`src/rtl/sci2_tx_sched_pkg.sv`:
```
`default_nettype none
// ============================================================================
// Module   : sci2_tx_sched_pkg
// Brief    : Shared SCI2 field-width / line-level macros and TX scheduler
//            state encodings.
// Revision : 1.0 - initial release
// ============================================================================

`ifndef SCI2_VH
`define SCI2_VH
`define SCI2_W_DATA    8
`define SCI2_W_MARK    2
`define SCI2_W_PARITY  1
`define SCI2_W_WORD    (1 + `SCI2_W_DATA + `SCI2_W_MARK + `SCI2_W_PARITY + 1)
`define SCI2_START_BIT 1'b0
`define SCI2_STOP_BIT  1'b1
`endif

package sci2_tx_sched_pkg;

    localparam int c_SCI2_W_WORD = `SCI2_W_WORD;

    typedef enum logic [1:0] {
        SCI2_TXS_IDLE  = 2'd0,
        SCI2_TXS_LOAD  = 2'd1,
        SCI2_TXS_SHIFT = 2'd2,
        SCI2_TXS_GAP   = 2'd3
    } sci2_txs_e;

endpackage

`default_nettype wire

```
`src/rtl/sci2_tx_sched_rr_pick.sv`:
```
`default_nettype none
// ============================================================================
// Module   : sci2_tx_sched_rr_pick
// Brief    : One-hot pick of the first set request at or after i_ptr (mod N).
// Revision : 1.0 - initial release
// ============================================================================

module sci2_tx_sched_rr_pick
    import sci2_tx_sched_pkg::*;
#(
    parameter int N_REQ = 4
) (
    input  logic [N_REQ-1:0]         i_req,
    input  logic [$clog2(N_REQ)-1:0] i_ptr,
    output logic [N_REQ-1:0]         o_grant
);

    localparam int c_IW = $clog2(N_REQ);

    logic [c_IW-1:0] w_idx;
    logic            w_found;

    always_comb begin
        o_grant = '0;
        w_found = 1'b0;
        w_idx   = '0;
        for (int k = 0; k < N_REQ; k++) begin
            w_idx = c_IW'((int'(i_ptr) + k) % N_REQ);
            if (!w_found && i_req[w_idx]) begin
                o_grant[w_idx] = 1'b1;
                w_found        = 1'b1;
            end
        end
    end

endmodule

`default_nettype wire

```
`src/rtl/sci2_word.sv`:
```
`default_nettype none
// ============================================================================
// Module   : sci2_word
// Brief    : SCI2 word framer: start, data, mark, inverted-XOR parity, stop.
// Revision : 1.0 - initial release
// ============================================================================

module sci2_word
    import sci2_tx_sched_pkg::*;
(
    input  logic [`SCI2_W_DATA-1:0] data_in,
    input  logic [`SCI2_W_MARK-1:0] mark_in,
    output logic [`SCI2_W_WORD-1:0] word_out
);

    logic w_parity;

    assign w_parity = ~^{mark_in, data_in};
    assign word_out = {`SCI2_STOP_BIT, w_parity, mark_in, data_in, `SCI2_START_BIT};

endmodule

`default_nettype wire

```
`src/rtl/sci2_tx_sched.sv`:
```
`default_nettype none
// ============================================================================
// Module   : sci2_tx_sched
// Brief    : Round-robin scheduler sharing one SCI2 TX line among N_REQ
//            word sources; frames and shifts each word LSB-first.
// Options  : SCI2_TX_FIXED_PRIO_EN - lowest valid index always wins.
// Revision : 1.0 - initial release
// ============================================================================

module sci2_tx_sched
    import sci2_tx_sched_pkg::*;
#(
    parameter int N_REQ    = 4,
    parameter int BAUD_DIV = 16,
    parameter int GAP_BITS = 2
) (
    input  logic                          clk,
    input  logic                          rst_n,
    input  logic [N_REQ-1:0]              req_valid,
    input  logic [N_REQ*`SCI2_W_DATA-1:0] req_data,
    input  logic [N_REQ*`SCI2_W_MARK-1:0] req_mark,
    output logic [N_REQ-1:0]              req_ready,
    output logic                          tx_out,
    output logic                          busy,
    output logic [$clog2(N_REQ)-1:0]      grant_id
);

    localparam int c_IW = $clog2(N_REQ);
    localparam int c_BW = (BAUD_DIV > 1) ? $clog2(BAUD_DIV) : 1;
    localparam int c_WW = `SCI2_W_WORD;
    localparam int c_NW = $clog2(c_WW);
    localparam int c_GW = (GAP_BITS > 1) ? $clog2(GAP_BITS) : 1;

    localparam logic [c_IW-1:0]  c_ID_LAST   = c_IW'(N_REQ - 1);
    localparam logic [c_BW-1:0]  c_BAUD_LAST = c_BW'(BAUD_DIV - 1);
    localparam logic [c_NW-1:0]  c_BIT_LAST  = c_NW'(c_WW - 1);
    localparam logic [c_GW-1:0]  c_GAP_LAST  = c_GW'((GAP_BITS > 0) ? GAP_BITS - 1 : 0);
    localparam logic [N_REQ-1:0] c_ONE       = N_REQ'(1);

    sci2_txs_e                r_state, w_state_nxt;
    logic [c_IW-1:0]          r_grant_id, w_ptr, w_pick_id;
    logic [N_REQ-1:0]         w_pick;
    logic [`SCI2_W_DATA-1:0]  r_data, w_sel_data, w_cap_data;
    logic [`SCI2_W_MARK-1:0]  r_mark, w_sel_mark, w_cap_mark;
    logic [c_WW-1:0]          r_shift, w_word;
    logic [c_BW-1:0]          r_baud;
    logic [c_NW-1:0]          r_bit;
    logic [c_GW-1:0]          r_gap;
    logic                     r_tx, w_sel_valid, w_load_ok, w_baud_end;

    sci2_tx_sched_rr_pick #(.N_REQ(N_REQ)) u_pick (
        .i_req   (req_valid),
        .i_ptr   (w_ptr),
        .o_grant (w_pick)
    );

    // Fixed priority is the round-robin picker with its pointer parked at 0.
`ifdef SCI2_TX_FIXED_PRIO_EN
    assign w_ptr = '0;
`else
    logic [c_IW-1:0] r_ptr;

    always_ff @(posedge clk) begin
        if (!rst_n)
            r_ptr <= '0;
        else if (w_load_ok)
            r_ptr <= (r_grant_id == c_ID_LAST) ? '0 : r_grant_id + 1'b1;
    end

    assign w_ptr = r_ptr;
`endif

    always_comb begin
        w_pick_id = '0;
        for (int i = 0; i < N_REQ; i++)
            if (w_pick[i]) w_pick_id = c_IW'(i);
    end

    always_comb begin
        w_sel_valid = 1'b0;
        w_sel_data  = '0;
        w_sel_mark  = '0;
        for (int i = 0; i < N_REQ; i++) begin
            if (r_grant_id == c_IW'(i)) begin
                w_sel_valid = req_valid[i];
                w_sel_data  = req_data[i*`SCI2_W_DATA +: `SCI2_W_DATA];
                w_sel_mark  = req_mark[i*`SCI2_W_MARK +: `SCI2_W_MARK];
            end
        end
    end

    assign w_load_ok  = (r_state == SCI2_TXS_LOAD) && w_sel_valid;
    assign w_baud_end = (r_baud == c_BAUD_LAST);

    // The framer sees the capture registers' next value so the shift register
    // can load the finished word on the same edge that captures the fields.
    assign w_cap_data = w_load_ok ? w_sel_data : r_data;
    assign w_cap_mark = w_load_ok ? w_sel_mark : r_mark;

    sci2_word u_word (
        .data_in  (w_cap_data),
        .mark_in  (w_cap_mark),
        .word_out (w_word)
    );

    always_ff @(posedge clk) begin
        if (!rst_n) r_state <= SCI2_TXS_IDLE;
        else        r_state <= w_state_nxt;
    end

    always_comb begin
        w_state_nxt = r_state;
        busy        = (r_state != SCI2_TXS_IDLE);
        req_ready   = w_load_ok ? (c_ONE << r_grant_id) : '0;
        case (r_state)
            SCI2_TXS_IDLE:  if (|req_valid) w_state_nxt = SCI2_TXS_LOAD;
            SCI2_TXS_LOAD:  w_state_nxt = w_sel_valid ? SCI2_TXS_SHIFT : SCI2_TXS_IDLE;
            SCI2_TXS_SHIFT: if (w_baud_end && (r_bit == c_BIT_LAST))
                                w_state_nxt = (GAP_BITS == 0) ? SCI2_TXS_IDLE : SCI2_TXS_GAP;
            SCI2_TXS_GAP:   if (w_baud_end && (r_gap == c_GAP_LAST))
                                w_state_nxt = SCI2_TXS_IDLE;
            default:        w_state_nxt = SCI2_TXS_IDLE;
        endcase
    end

    always_ff @(posedge clk) begin
        if (!rst_n) begin
            r_grant_id <= '0;
            r_tx       <= `SCI2_STOP_BIT;
            r_data     <= '0;
            r_mark     <= '0;
            r_shift    <= '0;
            r_baud     <= '0;
            r_bit      <= '0;
            r_gap      <= '0;
        end else begin
            case (r_state)
                SCI2_TXS_IDLE: if (|req_valid) r_grant_id <= w_pick_id;
                SCI2_TXS_LOAD: begin
                    if (w_load_ok) begin
                        r_data  <= w_sel_data;
                        r_mark  <= w_sel_mark;
                        r_shift <= w_word;
                        r_tx    <= w_word[0];
                        r_baud  <= '0;
                        r_bit   <= '0;
                    end
                end
                SCI2_TXS_SHIFT: begin
                    if (w_baud_end) begin
                        r_baud <= '0;
                        if (r_bit == c_BIT_LAST) begin
                            r_tx  <= `SCI2_STOP_BIT;
                            r_gap <= '0;
                        end else begin
                            r_bit   <= r_bit + 1'b1;
                            r_shift <= r_shift >> 1;
                            r_tx    <= r_shift[1];
                        end
                    end else begin
                        r_baud <= r_baud + 1'b1;
                    end
                end
                SCI2_TXS_GAP: begin
                    if (w_baud_end) begin
                        r_baud <= '0;
                        r_gap  <= r_gap + 1'b1;
                    end else begin
                        r_baud <= r_baud + 1'b1;
                    end
                end
                default: ;
            endcase
        end
    end

    assign tx_out   = r_tx;
    assign grant_id = r_grant_id;

endmodule

`default_nettype wire

```
`config.mk`:
```
export PLATFORM = sky130hd
export DESIGN_NAME = sci2_tx_sched
export DESIGN_NICKNAME = d
export VERILOG_FILES = /design/src/rtl/sci2_tx_sched_pkg.sv /design/src/rtl/sci2_tx_sched_rr_pick.sv /design/src/rtl/sci2_word.sv /design/src/rtl/sci2_tx_sched.sv
export SDC_FILE = /design/constraint.sdc
export NUM_CORES = 1
export LEC_CHECK = 0
export CORE_MARGIN = 2
export CORE_UTILIZATION = 54
export CTS_BUF_LIST = sky130_fd_sc_hd__clkbuf_8
export CTS_CLUSTER_SIZE = 10
export DETAILED_ROUTE_END_ITERATION = 10
export GPL_TIMING_DRIVEN = 1
export PLACE_DENSITY = 0.87
export SYNTH_ARGS = -nofsm -noshare
export SYNTH_HDL_FRONTEND = slang
export SYNTH_SLANG_ARGS = --single-unit
export TNS_END_PERCENT = 30
```
`constraint.sdc`:
```
create_clock -name clk -period 2.8 [get_ports clk]
set_input_delay 0.42 -clock clk [delete_from_list [all_inputs] [get_ports clk]]
set_output_delay 0.42 -clock clk [all_outputs]
set_load 0.05 [all_outputs]
```
==> out/qor.txt, run 1 <==
Final min period -> 2620 ps
Syn nets -> 378
Relative slew margins -> 49.3%
Synth top area cells -> dfxtp_1, ha_1, nand2_1, nor2_1, a21oi_1
Max-cap violation count -> 0
Hold path start -> r_shift[12]$_SDFFE_PN0P_
Filler instances -> 397
Multi-input logic area -> 1700 um^2
Clock power frac -> 11.6%
Die Y-Extent -> 74.3 um
Worst r2r src -> grant_id[0]$_SDFFE_PN0P_
DR top layer -> met4
Synth Flop Type -> dfxtp_1
Pwr Density -> 1010 nW/um^2
CP Depth -> 8
# IOs -> 54
P_int -> 1.91 mW
Clock transition at the registers of the reported paths -> 70 ps
CTS Buffer Depth -> 2
DP HPWL -> 4640 um
Setup Slack @ Placement -> 178 ps
H-tree depth -> 2
Worst-path cell chain -> inv_1 -> ha_2 -> a21oi_1 -> o21ai_0 -> a41oi_4 -> buf_12 -> nor2b_1 -> buf_4
Least-Margin Pin Slew -> 759 ps
Combinational Power Share -> 65.1%
Worst VDD drop -> 0.000706 V
Layout cells sized above 1 -> 12.3%
Final core occ -> 70.1%
Final instance area -> 3330 um^2
CP Class -> flop to primary output
Top cell type's share of synthesized area -> 28.5%
Crit start category -> flop
Synth warn -> 0
Post-CTS Hold Buffers -> 0
CP max stage delay -> 440 ps
Reg2reg setup slack -> 290 ps
Distinct cell type count after synthesis -> 60
Worst path slowest cell -> dfxtp_1
Pin count of the biggest net entering global routing -> 25
WP data required -> 2380 ps
Met1 Routed Length -> 2710 um
Final Skew -> 10.7 ps
Antenna violations before repair -> 0
Clk sinks -> 38
Met2 WL -> 3080 um
Status -> finished, final reports clean
CTS buffer count -> 5
Reg2Reg Depth -> 9
CP top delay family -> compound AO/OA/AOI/OAI gates
Initial Util -> 56.1%
Most numerous cell in the Yosys netlist -> nand2_1
Vias/cell -> 5.53
Worst-Skew Late Latency -> 290 ps
Final Setup Violations -> 0
First-pass GRT wire length -> 10,300 um
Worst Path Buf+Inv -> 3
TritonCTS clock tree -> built
Drt drc -> 0
Hold path depth -> 2
Aggregate global routing overflow -> 0
Register bit total from synthesis -> 38
Part of the cycle the worst path needs -> 93.7%
Net Sw Frac -> 43.4%
DR WL/cell -> 13.7 um
Final #Nets -> 432
Resize count post-CTS -> 0
Register area -> 761 um^2
Post-Route WL -> 6040 um
Critical path capture point type -> primary output
Worst hold path class -> flop to flop
Drt first-iter violations -> 119
Die Wd -> 74.3 um
Net switching power -> 1.47 mW
Std cell rows -> 25
Core area -> 4750 um^2
Cell taking the most area after synthesis -> dfxtp_1
DIE AREA -> 5510 um^2
Post-Place Cells -> 432
EDFF count, synth -> 0
Reg2reg end -> r_shift[11]$_SDFFE_PN0P_
Total power -> 3.38 mW
Hold worst-path end -> r_shift[12]$_SDFFE_PN0P_
Met3 wire len -> 167 um
Highest Clock Rate -> 381 MHz
Ant. Diodes -> 0
Post-CTS setup buffers -> 0
Slack of the critical path -> 177 ps
Global placement routability congestion -> 0.824
Synth cell count leaders -> nand2_1, dfxtp_1, nor2_1
Via total after detailed routing -> 2,431
I/O Buffers -> 53
Arrival time worst endpoint -> 2200 ps
Flop pwr share -> 23.3%
1st-pass router iterations -> 5
Pleak -> 1.36 nW
Max Transition Viols Final -> 0
Syn-to-layout area delta -> 25.1%
Count of non-filler cells in the finished layout -> 440
Root buf cell -> clkbuf_8
Placed cell areas -> 3240 um^2
Tot GR Track Use -> 23.6%
Cells after Synth -> 318
Antenna Nets Post-Route -> 0
Final hold vios -> 0
Async S/R FF share, synth -> 0%
Synth Area per Inst -> 8.38 um^2
Seq/Total Area, Yosys -> 28.5%
Vias in the first global route -> 2,379
Worst-path maximum fanout -> 15
Mapped cell area -> 2670 um^2
==> layer usage <==
metal / up-vias / GRT usage (%)
met5: - / 0
met4: 0 / 6.75
met3: 9 / 4.07
met2: 52 / 43.0
met1: 1149 / 28.7
li1: 1221 / -
==> metrics by stage <==
stage / setup TNS (ps) / hold slack, ps
floorplan: -632 / 432
global placement: 0 / 442
detailed placement: 0 / 449
CTS: 0 / 459
global route: -5.69 / 500
finish: 0 / 461
==> cell families after synthesis <==
| kind of cell | Yosys count | synth area share (%) |
|---|---|---|
| AND/OR/NAND/NOR | 123 | 23.1 |
| buffers and inverters | 33 | 7.61 |
| multiplexers | 14 | 6.24 |
| XOR/XNOR | 18 | 6.95 |
| AO/OA/AOI/OAI | 78 | 20.9 |
| adder cells (fa/ha/maj) | 14 | 6.57 |
| flip-flops | 38 | 28.5 |
==> how the worst max path moves through the flow <==
stage	start	end	slack, ps
2_1_floorplan	grant_id[1]$_SDFFE_PN0P_	req_ready[0]	-210
3_3_place_gp	req_valid[1]	r_shift[7]$_SDFFE_PN0P_	270
3_5_place_dp	grant_id[0]$_SDFFE_PN0P_	r_shift[11]$_SDFFE_PN0P_	180
4_1_cts	grant_id[0]$_SDFFE_PN0P_	req_ready[1]	40
5_1_grt	grant_id[0]$_SDFFE_PN0P_	req_ready[2]	-3
6_report	grant_id[0]$_SDFFE_PN0P_	req_ready[0]	180
==> tightest hold or removal path: stages (launching register included) <==
cell and delay [ps]:
dfxtp_1 310, nand2_1 50, a21oi_1 50
==> sequential cells by signal (all words and copies together), names as in the netlist, named ones only <==
name and cells:
r_shift 12, r_bit 4, r_mark 2, r_gap 1
r_state 1, tx_out 1, r_ptr 2, grant_id 2
r_data 8, r_baud 4
==> placed cells by master, fill, tap and decap left out, types with 7 or more instances in the layout <==
| master | Yosys | layout |
|---|---|---|
| clkdlybuf4s50_1 | 0 | 49 |
| nand2_1 | 40 | 40 |
| dfxtp_1 | 38 | 38 |
| nor2_1 | 36 | 36 |
| a21oi_1 | 23 | 23 |
| buf_4 | 2 | 17 |
| ha_1 | 14 | 13 |
| inv_1 | 12 | 12 |
| nand3b_1 | 12 | 12 |
| mux2i_1 | 11 | 11 |
| xnor2_1 | 11 | 11 |
| o22ai_1 | 9 | 9 |
| nor2b_1 | 8 | 8 |
| o21ai_0 | 7 | 7 |
| a211oi_1 | 7 | 7 |
==> power groups by stage <==
stage               clock [mW]  combinational (mW)  sequential (mW)
global placement             0                2.14            0.786
CTS                      0.402                2.21            0.784
global route             0.428                2.41            0.803
finish                   0.392                2.20            0.786
detailed placement           0                2.20            0.795
floorplan                    0                1.71            0.837
==> layout make-up <==
class / count / share of cell area [%]
clock inverters: 2 / 0.375
flip-flops and latches: 38 / 22.8
inverters: 13 / 1.54
well taps: 67 / 2.52
repair buffers: 67 / 19.1
clock buffers: 6 / 2.48
multi-input cells: 247 / 51.1
No activity file was read; power rests on OpenSTA's default activity.
==> run 2, diff against run 1 <==
--- a/config.mk
+++ b/config.mk
@@ -5,6 +5,7 @@
 export SDC_FILE = /design/constraint.sdc
 export NUM_CORES = 1
 export LEC_CHECK = 0
+export CAP_MARGIN = 20
 export CORE_MARGIN = 2
 export CORE_UTILIZATION = 54
 export CTS_BUF_LIST = sky130_fd_sc_hd__clkbuf_8
==> results of run 2 <==
The final DEF is identical to that of run 1; final timing and power are the same.
==> run 3, diff against run 2 <==
--- a/config.mk
+++ b/config.mk
@@ -13,6 +13,7 @@
 export DETAILED_ROUTE_END_ITERATION = 10
 export GPL_TIMING_DRIVEN = 1
 export PLACE_DENSITY = 0.87
+export SETUP_SLACK_MARGIN = 0.3
 export SYNTH_ARGS = -nofsm -noshare
 export SYNTH_HDL_FRONTEND = slang
 export SYNTH_SLANG_ARGS = --single-unit
==> run 3 against run 2 <==
  * Count of clock-buffer cells in the layout unchanged
  * Combinational power increased by 4%
  * Sequential share of layout area decreased by 0.089 points
  * Clock power decreased by 1%
  * Die area unchanged
  * Critical endpoint is now r_shift[11]$_SDFFE_PN0P_
  * Largest cell class unchanged
  * Largest power group unchanged
==> out/qor.txt, run 3 (same netlist as run 1, synthesis figures left out) <==
1st-pass router iterations -> 4 (-1)
Largest regs -> r_shift (12), r_data (8)
First-pass GRT wire length -> 10,700 um (+3.6%)
Final hold vios -> 0 (unchanged)
Most frequent cells in the layout -> clkdlybuf4s50_1, nand2_1, nor2_1, dfxtp_1, a21oi_1
Critical path capture point type -> flop
Worst hold path class -> flop to flop
Largest Register -> r_shift
Worst Path Buf+Inv -> 1 (-2)
Antenna violations before repair -> 0 (unchanged)
Relative slew margins -> 49.0% (-0.35 points)
DP HPWL -> 4730 um (+2.0%)
Most common cell on crit path -> xnor2_1
DR WL/cell -> 14.3 um (+4.4%)
Part of the cycle the worst path needs -> 84.9% (-8.8 points)
Max reg flops -> 12 (unchanged)
Tot GR Track Use -> 24.6% (+0.94 points)
Final core occ -> 70.8% (+0.74 points)
TritonCTS clock tree -> built
Most common cell after layout, fill and taps aside -> clkdlybuf4s50_1
Crit start category -> flop
Final min period -> 2380 ps (-245 ps)
Hold path start -> r_shift[12]$_SDFFE_PN0P_
CP Depth -> 10 (+2)
Max Transition Viols Final -> 0 (unchanged)
Pin count of the biggest net entering global routing -> 25 (unchanged)
Arrival time worst endpoint -> 2530 ps (+330 ps)
Aggregate global routing overflow -> 0 (unchanged)
Antenna Nets Post-Route -> 0 (unchanged)
Final Skew -> 11.2 ps (+0.497 ps)
Multi-input logic area -> 1740 um^2 (+2.0%)
Pleak -> 1.37 nW (+0.85%)
Root buf cell -> clkbuf_8
Via total after detailed routing -> 2,488 (+2.3%)
Reg2Reg Depth -> 10 (+1)
Reg2reg setup slack -> 420 ps (+130 ps)
CP max stage delay -> 470 ps (+30 ps)
Register area -> 766 um^2 (+0.66%)
Worst VDD drop -> 0.000726 V (+2.9%)
Vias/cell -> 5.65 (+2.3%)
CTS buffer count -> 5 (unchanged)
Clock transition at the registers of the reported paths -> 70 ps (about the same)
Layout cells sized above 1 -> 14.5% (+2.1 points)
Global placement routability congestion -> 0.829 (+0.67%)
Final Setup Violations -> 0 (unchanged)
Initial Util -> 56.1% (unchanged)
Core area -> 4750 um^2 (unchanged)
Least-Margin Pin Slew -> 764 ps (+5.27 ps)
CP top delay family -> XOR/XNOR gates
Syn-to-layout area delta -> 26.4%
Die Y-Extent -> 74.3 um (unchanged)
Count of non-filler cells in the finished layout -> 440 (unchanged)
Total negative setup slack -> 0 ps (unchanged)
Hold path depth -> 2 (unchanged)
Clk sinks -> 38 (unchanged)
Post-Place Cells -> 431 (-0.23%)
CTS Buffer Depth -> 2 (unchanged)
Worst-Skew Late Latency -> 290 ps (about the same)
Post-Route WL -> 6300 um (+4.4%)
Worst-path cell chain -> inv_1 -> ha_2 -> nand2b_4 -> o22ai_2 -> a31oi_1 -> xnor3_1 -> o21ai_2 -> xnor2_1 -> xnor2_1 -> o22ai_1
Vias in the first global route -> 2,469 (+3.8%)
Filler instances -> 375 (-5.5%)
Reg2reg end -> r_shift[11]$_SDFFE_PN0P_
Std cell rows -> 25 (unchanged)
Ant. Diodes -> 0 (unchanged)
Worst path slowest cell -> xnor3_1
# IOs -> 54 (unchanged)
WP data required -> 2950 ps (+570 ps)
DIE AREA -> 5510 um^2 (unchanged)
Post-CTS Hold Buffers -> 0 (unchanged)
CP Class -> flop to flop
Status -> finished, final reports clean
Max-cap violation count -> 0 (unchanged)
Pwr Density -> 1030 nW/um^2 (+1.3%)
Highest Clock Rate -> 421 MHz (+10%)
I/O Buffers -> 53 (unchanged)
Worst r2r src -> grant_id[0]$_SDFFE_PN0P_
Die Wd -> 74.3 um (unchanged)
Hold worst-path end -> r_shift[12]$_SDFFE_PN0P_
Drt first-iter violations -> 149 (+25%)
Final #Nets -> 432 (unchanged)
H-tree depth -> 2 (unchanged)
Worst-path maximum fanout -> 10 (-5)
RSZ-0062 raised after global routing -> true
Drt drc -> 0 (unchanged)
run 3: how the worst max path moves through the flow:
stage | end | startpoint | slack (ps)
after detailed placement | r_shift[5]$_SDFFE_PN0P_ | req_valid[0] | 160
final | r_shift[11]$_SDFFE_PN0P_ | grant_id[0]$_SDFFE_PN0P_ | 420
after global routing | r_shift[11]$_SDFFE_PN0P_ | grant_id[0]$_SDFFE_PN0P_ | 290
after global placement | r_shift[9]$_SDFFE_PN0P_ | req_valid[1] | 270
after floorplan | req_ready[0] | grant_id[1]$_SDFFE_PN0P_ | 360
after CTS | r_shift[11]$_SDFFE_PN0P_ | grant_id[1]$_SDFFE_PN0P_ | 350
run 3: tightest hold or removal path, cell delays in order, from the launching register on:
cell and delay [ps]:
dfxtp_1 310, nand2_1 60, a21oi_1 60
run 3: through the flow:
stage / setup WS [ps] / cell area, um^2 / total power, mW / hold slack [ps]
floorplan: 364 / 2690 / 2.58 / 432
global placement: 273 / 3260 / 2.96 / 447
detailed placement: 164 / 3260 / 3.03 / 465
CTS: 347 / 3360 / 3.45 / 476
global route: 293 / 3370 / 3.69 / 509
finish: 423 / 3370 / 3.46 / 474
run 3: routing by layer:
layer / vias up / track usage, % / wire [um]
li1: 1229 / - / -
met1: 1185 / 28.8 / 2680
met2: 64 / 46.1 / 3260
met3: 10 / 4.34 / 259
met4: 0 / 6.35 / 104
met5: - / 0 / 0
run 3: final cells by class:
cell class              count  area share, %
well taps                  67           2.49
clock inverters             2          0.260
flip-flops and latches     38           22.7
multi-input cells         247           51.6
inverters                  13           1.52
repair buffers             67           18.9
clock buffers               6           2.45
run 3: what timing repair did:
action                                  CTS  global route
setup buffers                             1             0
endpoints found under the setup margin    5             4
pin swaps                                 1             0
gates resized for setup                   4             2
run 3: power breakdown:
group / internal, mW / switching [mW]
clock network: 0.195 / 0.193
registers: 0.676 / 0.114
logic: 1.08 / 1.20
total: 1.95 / 1.51
